--- src/rtl/loader_pkg.sv ---
// Shared definitions for the program loader: FSM state encoding and default
// timing/address constants.
package loader_pkg;

    typedef enum logic [1:0] {
        S_IDLE    = 2'd0,
        S_COLLECT = 2'd1,
        S_WRITE   = 2'd2,
        S_DONE    = 2'd3
    } loader_state_t;

    localparam int LOADER_ADDR_STEP  = 4;
    localparam int LOADER_WRITE_HOLD = 2;

    function automatic int bytes_per_word(input int data_w);
        return data_w / 8;
    endfunction

endpackage

--- src/rtl/program_loader_word_assembler.sv ---
// Packs a byte stream into big-endian words; the first byte lands in the top lane.
// word/word_valid are combinational so the FSM can act on the final byte's edge.
module word_assembler
    import loader_pkg::*;
#(
    parameter int DATA_W = 32
) (
    input  logic              clk,
    input  logic              clr,
    input  logic              flush,
    input  logic              byte_en,
    input  logic [7:0]        byte_data,
    output logic [DATA_W-1:0] word,
    output logic              word_valid
);

    localparam int NB    = bytes_per_word(DATA_W);
    localparam int IDX_W = (NB > 1) ? $clog2(NB) : 1;

    logic [IDX_W-1:0]  idx;
    logic [DATA_W-1:0] shreg;

    assign word       = DATA_W'({shreg, byte_data});
    assign word_valid = byte_en && (idx == IDX_W'(NB - 1));

    always_ff @(posedge clk) begin
        if (clr || flush) begin
            idx   <= '0;
            shreg <= '0;
        end else if (byte_en) begin
            shreg <= word;
            idx   <= word_valid ? '0 : idx + IDX_W'(1);
        end
    end

endmodule

--- src/rtl/program_loader.sv ---
// Program-load initiator: assembles host bytes into words and holds each write
// for WRITE_HOLD cycles so the half-rate core clock samples it.
//   state   | meaning
//   IDLE    | waiting for start
//   COLLECT | accepting bytes of the current word
//   WRITE   | prog_write held for WRITE_HOLD cycles
//   DONE    | one-cycle completion pulse
module program_loader
    import loader_pkg::*;
#(
    parameter int ADDR_W     = 8,
    parameter int DATA_W     = 32,
    parameter int ADDR_STEP  = LOADER_ADDR_STEP,
    parameter int WRITE_HOLD = LOADER_WRITE_HOLD
) (
    input  logic              clk,
    input  logic              clr,
    input  logic              start,
    input  logic [ADDR_W-1:0] base_addr,
    input  logic [7:0]        word_count,
    input  logic              byte_valid,
    input  logic [7:0]        byte_data,
    output logic              byte_ready,
    output logic              prog_write,
    output logic [ADDR_W-1:0] prog_addr,
    output logic [DATA_W-1:0] prog_data,
    output logic              busy,
    output logic              done,
    output logic [DATA_W-1:0] checksum
);

    localparam int HOLD_W = $clog2(WRITE_HOLD + 1);

    loader_state_t     state, state_nxt;
    logic [HOLD_W-1:0] hold_cnt;
    logic [ADDR_W-1:0] addr;
    logic [7:0]        remaining;
    logic              byte_en;
    logic              start_acc;
    logic [DATA_W-1:0] word;
    logic              word_valid;

    // byte_ready is only ever high in COLLECT, so it alone qualifies acceptance
    assign byte_en   = byte_ready && byte_valid;
    assign start_acc = (state == S_IDLE) && start;

    word_assembler #(.DATA_W(DATA_W)) u_asm (
        .clk        (clk),
        .clr        (clr),
        .flush      (start_acc),
        .byte_en    (byte_en),
        .byte_data  (byte_data),
        .word       (word),
        .word_valid (word_valid)
    );

    always_comb begin
        state_nxt = state;
        unique case (state)
            S_IDLE:    if (start) state_nxt = (word_count != 8'd0) ? S_COLLECT : S_DONE;
            S_COLLECT: if (word_valid) state_nxt = S_WRITE;
            S_WRITE:   if (hold_cnt == '0) state_nxt = (remaining == 8'd1) ? S_DONE : S_COLLECT;
            S_DONE:    state_nxt = S_IDLE;
            default:   state_nxt = S_IDLE;
        endcase
    end

    always_ff @(posedge clk) begin
        if (clr) begin
            state      <= S_IDLE;
            hold_cnt   <= '0;
            addr       <= '0;
            remaining  <= '0;
            byte_ready <= 1'b0;
            prog_write <= 1'b0;
            prog_addr  <= '0;
            prog_data  <= '0;
            busy       <= 1'b0;
            done       <= 1'b0;
            checksum   <= '0;
        end else begin
            state      <= state_nxt;
            byte_ready <= (state_nxt == S_COLLECT);
            prog_write <= (state_nxt == S_WRITE);
            busy       <= (state_nxt == S_COLLECT) || (state_nxt == S_WRITE);
            done       <= (state_nxt == S_DONE);
            unique case (state)
                S_IDLE: if (start) begin
                    addr      <= base_addr;
                    remaining <= word_count;
                    checksum  <= '0;
                end
                S_COLLECT: if (word_valid) begin
                    prog_addr <= addr;
                    prog_data <= word;
                    checksum  <= checksum ^ word;
                    hold_cnt  <= HOLD_W'(WRITE_HOLD - 1);
                end
                S_WRITE: begin
                    if (hold_cnt == '0) begin
                        addr      <= addr + ADDR_W'(ADDR_STEP);
                        remaining <= remaining - 8'd1;
                    end else begin
                        hold_cnt <= hold_cnt - HOLD_W'(1);
                    end
                end
                default: ;
            endcase
        end
    end

endmodule

--- config.mk ---
export PLATFORM = sky130hd
export DESIGN_NAME = program_loader
export DESIGN_NICKNAME = d
export VERILOG_FILES = /design/src/rtl/loader_pkg.sv /design/src/rtl/program_loader_word_assembler.sv /design/src/rtl/program_loader.sv
export SDC_FILE = /design/constraint.sdc
export NUM_CORES = 1
export LEC_CHECK = 0
export BUFFER_PORTS_ARGS = -buffer_cell sky130_fd_sc_hd__buf_2
export CORE_MARGIN = 5
export CORE_UTILIZATION = 55
export CTS_CLUSTER_SIZE = 12
export DETAILED_ROUTE_END_ITERATION = 10
export GPL_TIMING_DRIVEN = 0
export PLACE_DENSITY = 0.81
export SYNTH_ARGS = -nofsm -noshare
export SYNTH_HDL_FRONTEND = slang
export SYNTH_SLANG_ARGS = --single-unit
--- constraint.sdc ---
create_clock -name clk -period 5.2 [get_ports clk]
set_clock_uncertainty 0.1 [all_clocks]
set_input_delay 0.78 -clock clk [delete_from_list [all_inputs] [get_ports clk]]
set_output_delay 0.78 -clock clk [all_outputs]
set_load 0.1 [all_outputs]
* Yosys cells after proc, flatten, opt, wreduce, memory -nomap -nowiden
Cells that the tools add are included.
** Cells by class
- Bitwise operators :: 1
- Eq/ne operators :: 12
- Add/sub/neg operators :: 4
- Multiplexer cells :: 19
- Reductions and logical operators :: 15
** Operator list (count)
- 32-bit 2-to-1 mux :: 2
- 32-bit case mux with 2 select lines :: 1
- 8-bit 2-to-1 mux :: 4
- 8-bit case mux with 2 select lines :: 2
- 32-bit bitwise XOR :: 1
- 2-bit 2-to-1 mux :: 8
- 2-bit == test (second input constant) :: 5
- 3-bit AND reduction :: 3
- 8-bit by 3-bit adder with 8-bit output (second input constant) :: 1
- 8-bit by 1-bit == test with 1-bit output (second input constant) :: 1
- 2-bit case mux with 4 select lines :: 1
- 8-bit nonzero test :: 1
- 8-bit by 1-bit subtractor with 8-bit output (second input constant) :: 1
- 2-bit inequality test (second input constant) :: 3
- 2-bit nonzero test :: 3
- 2-bit by 1-bit == test with 1-bit output (second input constant) :: 2
- 2-bit logical NOT :: 2
- 2-bit case mux with 2 select lines :: 1
- 1-bit logical AND :: 3
- 2-bit by 1-bit adder with 2-bit output (second input constant) :: 1
- 1-bit logical OR :: 2
- 2-bit by 1-bit inequality test with 1-bit output (second input constant) :: 1
- 2-bit AND reduction :: 1
- 2-bit by 1-bit subtractor with 2-bit output (second input constant) :: 1
** Storage, ports and cells
- Logic and storage cells :: 64
- Input bits :: 28
- Output and inout port bits :: 76
- Register bits after elaboration :: 122

* Depth between registers and ports, before layout
- Depth in word-level cells :: 6
- Mapped depth :: 8
- Mapped depth without buffers :: 8

* Modules after synthesis
A second synthesis with hierarchy kept.
** Second synthesis, totals
- Cells, all modules :: 573
- Area, all modules :: 5131.2 um^2
** By module, submodules not included
- program_loader :: instances 1, sequential area each 1921.8 um^2, cells an instance 477, area an instance 4120.2 um^2
- word_assembler :: instances 1, sequential area each 520.5 um^2, cells an instance 96, area an instance 1011.0 um^2

* Worst setup path before layout
OpenSTA, ideal clock, no wires.
- Path kind :: register -> register
- Start point :: register byte_ready
- End point :: register done
- Data arrival time :: 2.190 ns
- Setup time :: 0.127 ns
- Stages on the path, launching flop included :: 9
- Required time :: 4.973 ns
- Setup slack :: 2.783 ns
- Clock period less this slack :: 2.417 ns
- Path buffers :: 2
- Path through :: dfxtp_1 > and2_1 > buf_2 > and3_1 > buf_2 > nor4_2 > inv_1 > ha_1 > nor2b_1
** On the way
- Cells in the longest elaborated chain, start to end :: 5
** RTL lines
- start, declared :: line program_loader.sv:23 : output logic byte_ready,
- start signal, assigned :: line program_loader.sv:83 : byte_ready <= (state_nxt == S_COLLECT);
- 1-bit logical AND :: line program_loader.sv:44 : assign byte_en = byte_ready && byte_valid;
- 1-bit logical AND :: line program_loader_word_assembler.sv:24 : assign word_valid = byte_en && (idx == IDX_W'(NB - 1));
- 2-bit 2-to-1 mux :: line program_loader.sv:61 : S_COLLECT: if (word_valid) state_nxt = S_WRITE;
- 2-bit case mux with 4 select lines :: line program_loader.sv:59 : unique case (state)
- named net state_nxt[1] :: line program_loader.sv:34 : loader_state_t state, state_nxt;
- 2-bit == test :: line program_loader.sv:86 : done <= (state_nxt == S_DONE);
- end signal, assigned :: line program_loader.sv:86
- end, declared :: line program_loader.sv:28 : output logic done,
The timed path passes the listed nets, and every way through them passes these cells.
A chain may end at the register's enable or synchronous reset.

* Worst setup path in the final report
- Start point :: register checksum[29]
- End point :: output checksum[29]
** RTL lines
- start, declared :: line program_loader.sv:29 : output logic [DATA_W-1:0] checksum
- start signal, assigned :: line program_loader.sv:96 : checksum <= checksum ^ word;
No word-level cell between the ends.

==> impl_metrics.ini <==
[status]
status = finished, final reports clean

[global_route]
gr-usage-all-layers_pct = 24.1
antenna_found_initial = 0
grt_first_pass_wirelength_um = 21900
first_global_vias = 4729
grt_busiest_layer = met2
use_met1_pct = 30.3
overflow = 0
grt.met3_usage_pct = 7.09
met2_usage_pct = 40.0
grt_max_degree = 17

[synthesis]
synth-seq-area-share_pct = 49.7
ys_types = 40
syn_area_um2 = 4920
synth.largest_area_cell = dfxtp_1
synth_edf_count = 0
ys_top_cells_by_count = nand2_1, dfxtp_1, a21oi_1
synth_area_leaders = dfxtp_1, a21oi_1, nand2_1, or3_1, o21ai_0
synth_top_area_share_pct = 49.7
synthFlopType = dfxtp_1
async_flop_share_pct = 0
ys_ff_latch = 122
syn_area_per_cell_um2 = 7.93
synth_cells = 620
synth.most_common_cell = nand2_1
syn-num-nets = 656
yosysWarnings = 0

[layout]
area_delta_synth_final_pct = 24.7
num_antenna_cells = 0
layout.nets = 778
drive_gt1_share_pct = 20.4
finalNonFillerCells = 863

[floorplanning]
core_area_um2 = 8720
die_y_um = 105
num_io_pins = 104
die_x_um = 105
initial_core_util_pct = 56.4
core.rowCount = 34
die_area_um2 = 10900

[setup_path]
crit_arrival_ns = 1.34
critical-path-top-delay-family = buffers and inverters
crit_required_ns = 4.32
path_class = reg2out
cp_slowest_stage_delay_ns = 0.45
worstPathMaxFanout = 3
start_kind = register
cp_slowest_cell = buf_2
end_kind = output pin
crit_chain = buf_2
path_buf_inv = 1

[cts]
clock_path_buffers = 2
clkTransAtPathRegs_ns = 0.06
cts_buffers = 17
h-tree-depth = 4
cts_tree = yes
postCtsSetupBuffers = 0
cts_root_buf = clkbuf_8
clk_latency_ns = 0.52
cts_sinks = 122
post_cts_resized = 0
cts_hold_buf = 0

[place]
place_inst = 831
place.gp.congestion = 0.845
place_hpwl_um = 9520
io_buffers = 103

[power_and_ir_drop]
swShare_pct = 25.2
cellLeakagePower_nw = 2.42
p_switching_uw = 565
internal_power_mw = 1.68
power.density_nw_per_um2 = 365
ir_worst_vdd_uv = 220
p_clk_share_pct = 49.8
pwr-share-seq_pct = 43.1
combPwrFrac_pct = 7.0

[job]
drv_cap = 0

[worst_hold_path]
hold_path_class = reg2reg

[detailed_routing]
totalWireLength_um = 13300
ant_nets = 0
num_vias = 4798
detail_route.wl_per_cell_um = 15.4
drt_first_pass_iters = 5
drt_iter0_markers = 249
drc = 0
routed_via_density = 5.56

[timing]
holdWs_ns = 0.351
fin_crit_ns = 2.22
finalMaxSlewViolations = 0
timing.fmax_mhz = 450
slew_headroom_pct = 55.0
fin_crit_sh_pct = 42.8
tightest_slew_ns = 0.670
hold_viol_final = 0
setup_violations = 0
rsz0062_at_grt = false
fin_tns_setup_ns = 0
-- per-layer routing --
layer	part of all wire, %	up-vias
met5	0	-
met4	1.6	0
met2	49	164
met3	7.6	29
li1	-	2327
met1	42	2278
-- cell families after synthesis --
logic type	share of synthesized area, %
adder cells (fa/ha/maj)	2.04
flip-flops	49.7
AO/OA/AOI/OAI	19.2
buffers and inverters	6.18
multiplexers	0.840
AND/OR/NAND/NOR	22.1
-- per-stage QoR --
stage | cell area [um2] | power [mW] | util [%] | worst slack [ns]
floorplan | 4920 | 1.09 | - | 2.78
global placement | 5570 | 1.14 | 63.8 | 2.59
detailed placement | 5570 | 1.14 | 63.8 | 2.54
CTS | 6130 | 2.24 | 70.3 | 2.98
global route | 6130 | 2.31 | 70.3 | 2.89
finish | 6130 | 2.24 | 70.3 | 2.98
-- power by group through the flow --
stage / logic [mW] / clock network, mW / registers, mW
6_report: 0.158 / 1.12 / 0.967
5_1_grt: 0.172 / 1.17 / 0.968
4_1_cts: 0.156 / 1.12 / 0.966
3_5_place_dp: 0.155 / 0 / 0.986
3_3_place_gp: 0.150 / 0 / 0.985
2_1_floorplan: 0.0766 / 0 / 1.02
-- path summary, 6_finish.rpt --
check / from / to / slack (ns) / cells past startpoint
max: checksum[29] / checksum[29] / 2.98 / 1
min: prog_data[26] / prog_data[26] / 0.35 / 2
max reg2reg: byte_ready / done / 3.04 / 8
min reg2reg: prog_data[26] / prog_data[26] / 0.35 / 2
-- flip-flops by register name, summed over array words and instances (netlist names) --
register,cells
hold_cnt,2
addr,8
busy,1
prog_addr,8
state,2
prog_data,32
remaining,8
done,1
u_asm.shreg,24
prog_write,1
checksum,32
u_asm.idx,2
byte_ready,1
-- cell type report --
class / count / area, um2
Sequential cell: 122 / 2440
Clock inverter: 14 / 148
Inverter: 38 / 143
Clock buffer: 18 / 418
Tap cell: 108 / 135
Multi-Input combinational cell: 421 / 2170
Buffer: 39 / 161
Fill cell: 676 / 2590
Timing Repair Buffer: 103 / 515
-- worst min-delay path: cells and delay by family, from the launching register on --
kind | cells | cell delay [ns]
AOI/OAI and AO/OA | 1 | 0.05
DFF | 1 | 0.31
and+or+nand+nor | 1 | 0.05
-- placed cells by master (no fill, tap or decap), types with 4 or more instances in the layout --
| cell | n |
|---|---|
| buf_2 | 115 |
| clkbuf_1 | 27 |
| clkbuf_16 | 16 |
| nor4_1 | 4 |
| or3_1 | 35 |
| a21oi_1 | 114 |
| clkinvlp_4 | 5 |
| ha_1 | 8 |
| nand2_1 | 141 |
| nand3_1 | 4 |
| inv_1 | 38 |
| nor2_1 | 15 |
| and2_1 | 5 |
| dfxtp_1 | 122 |
| o21ai_0 | 39 |
| a211oi_1 | 5 |
| nor3_1 | 5 |
| o21ai_1 | 6 |
| nand2b_1 | 4 |
| nor2b_1 | 7 |
No activity file was read; power rests on OpenSTA's default activity.
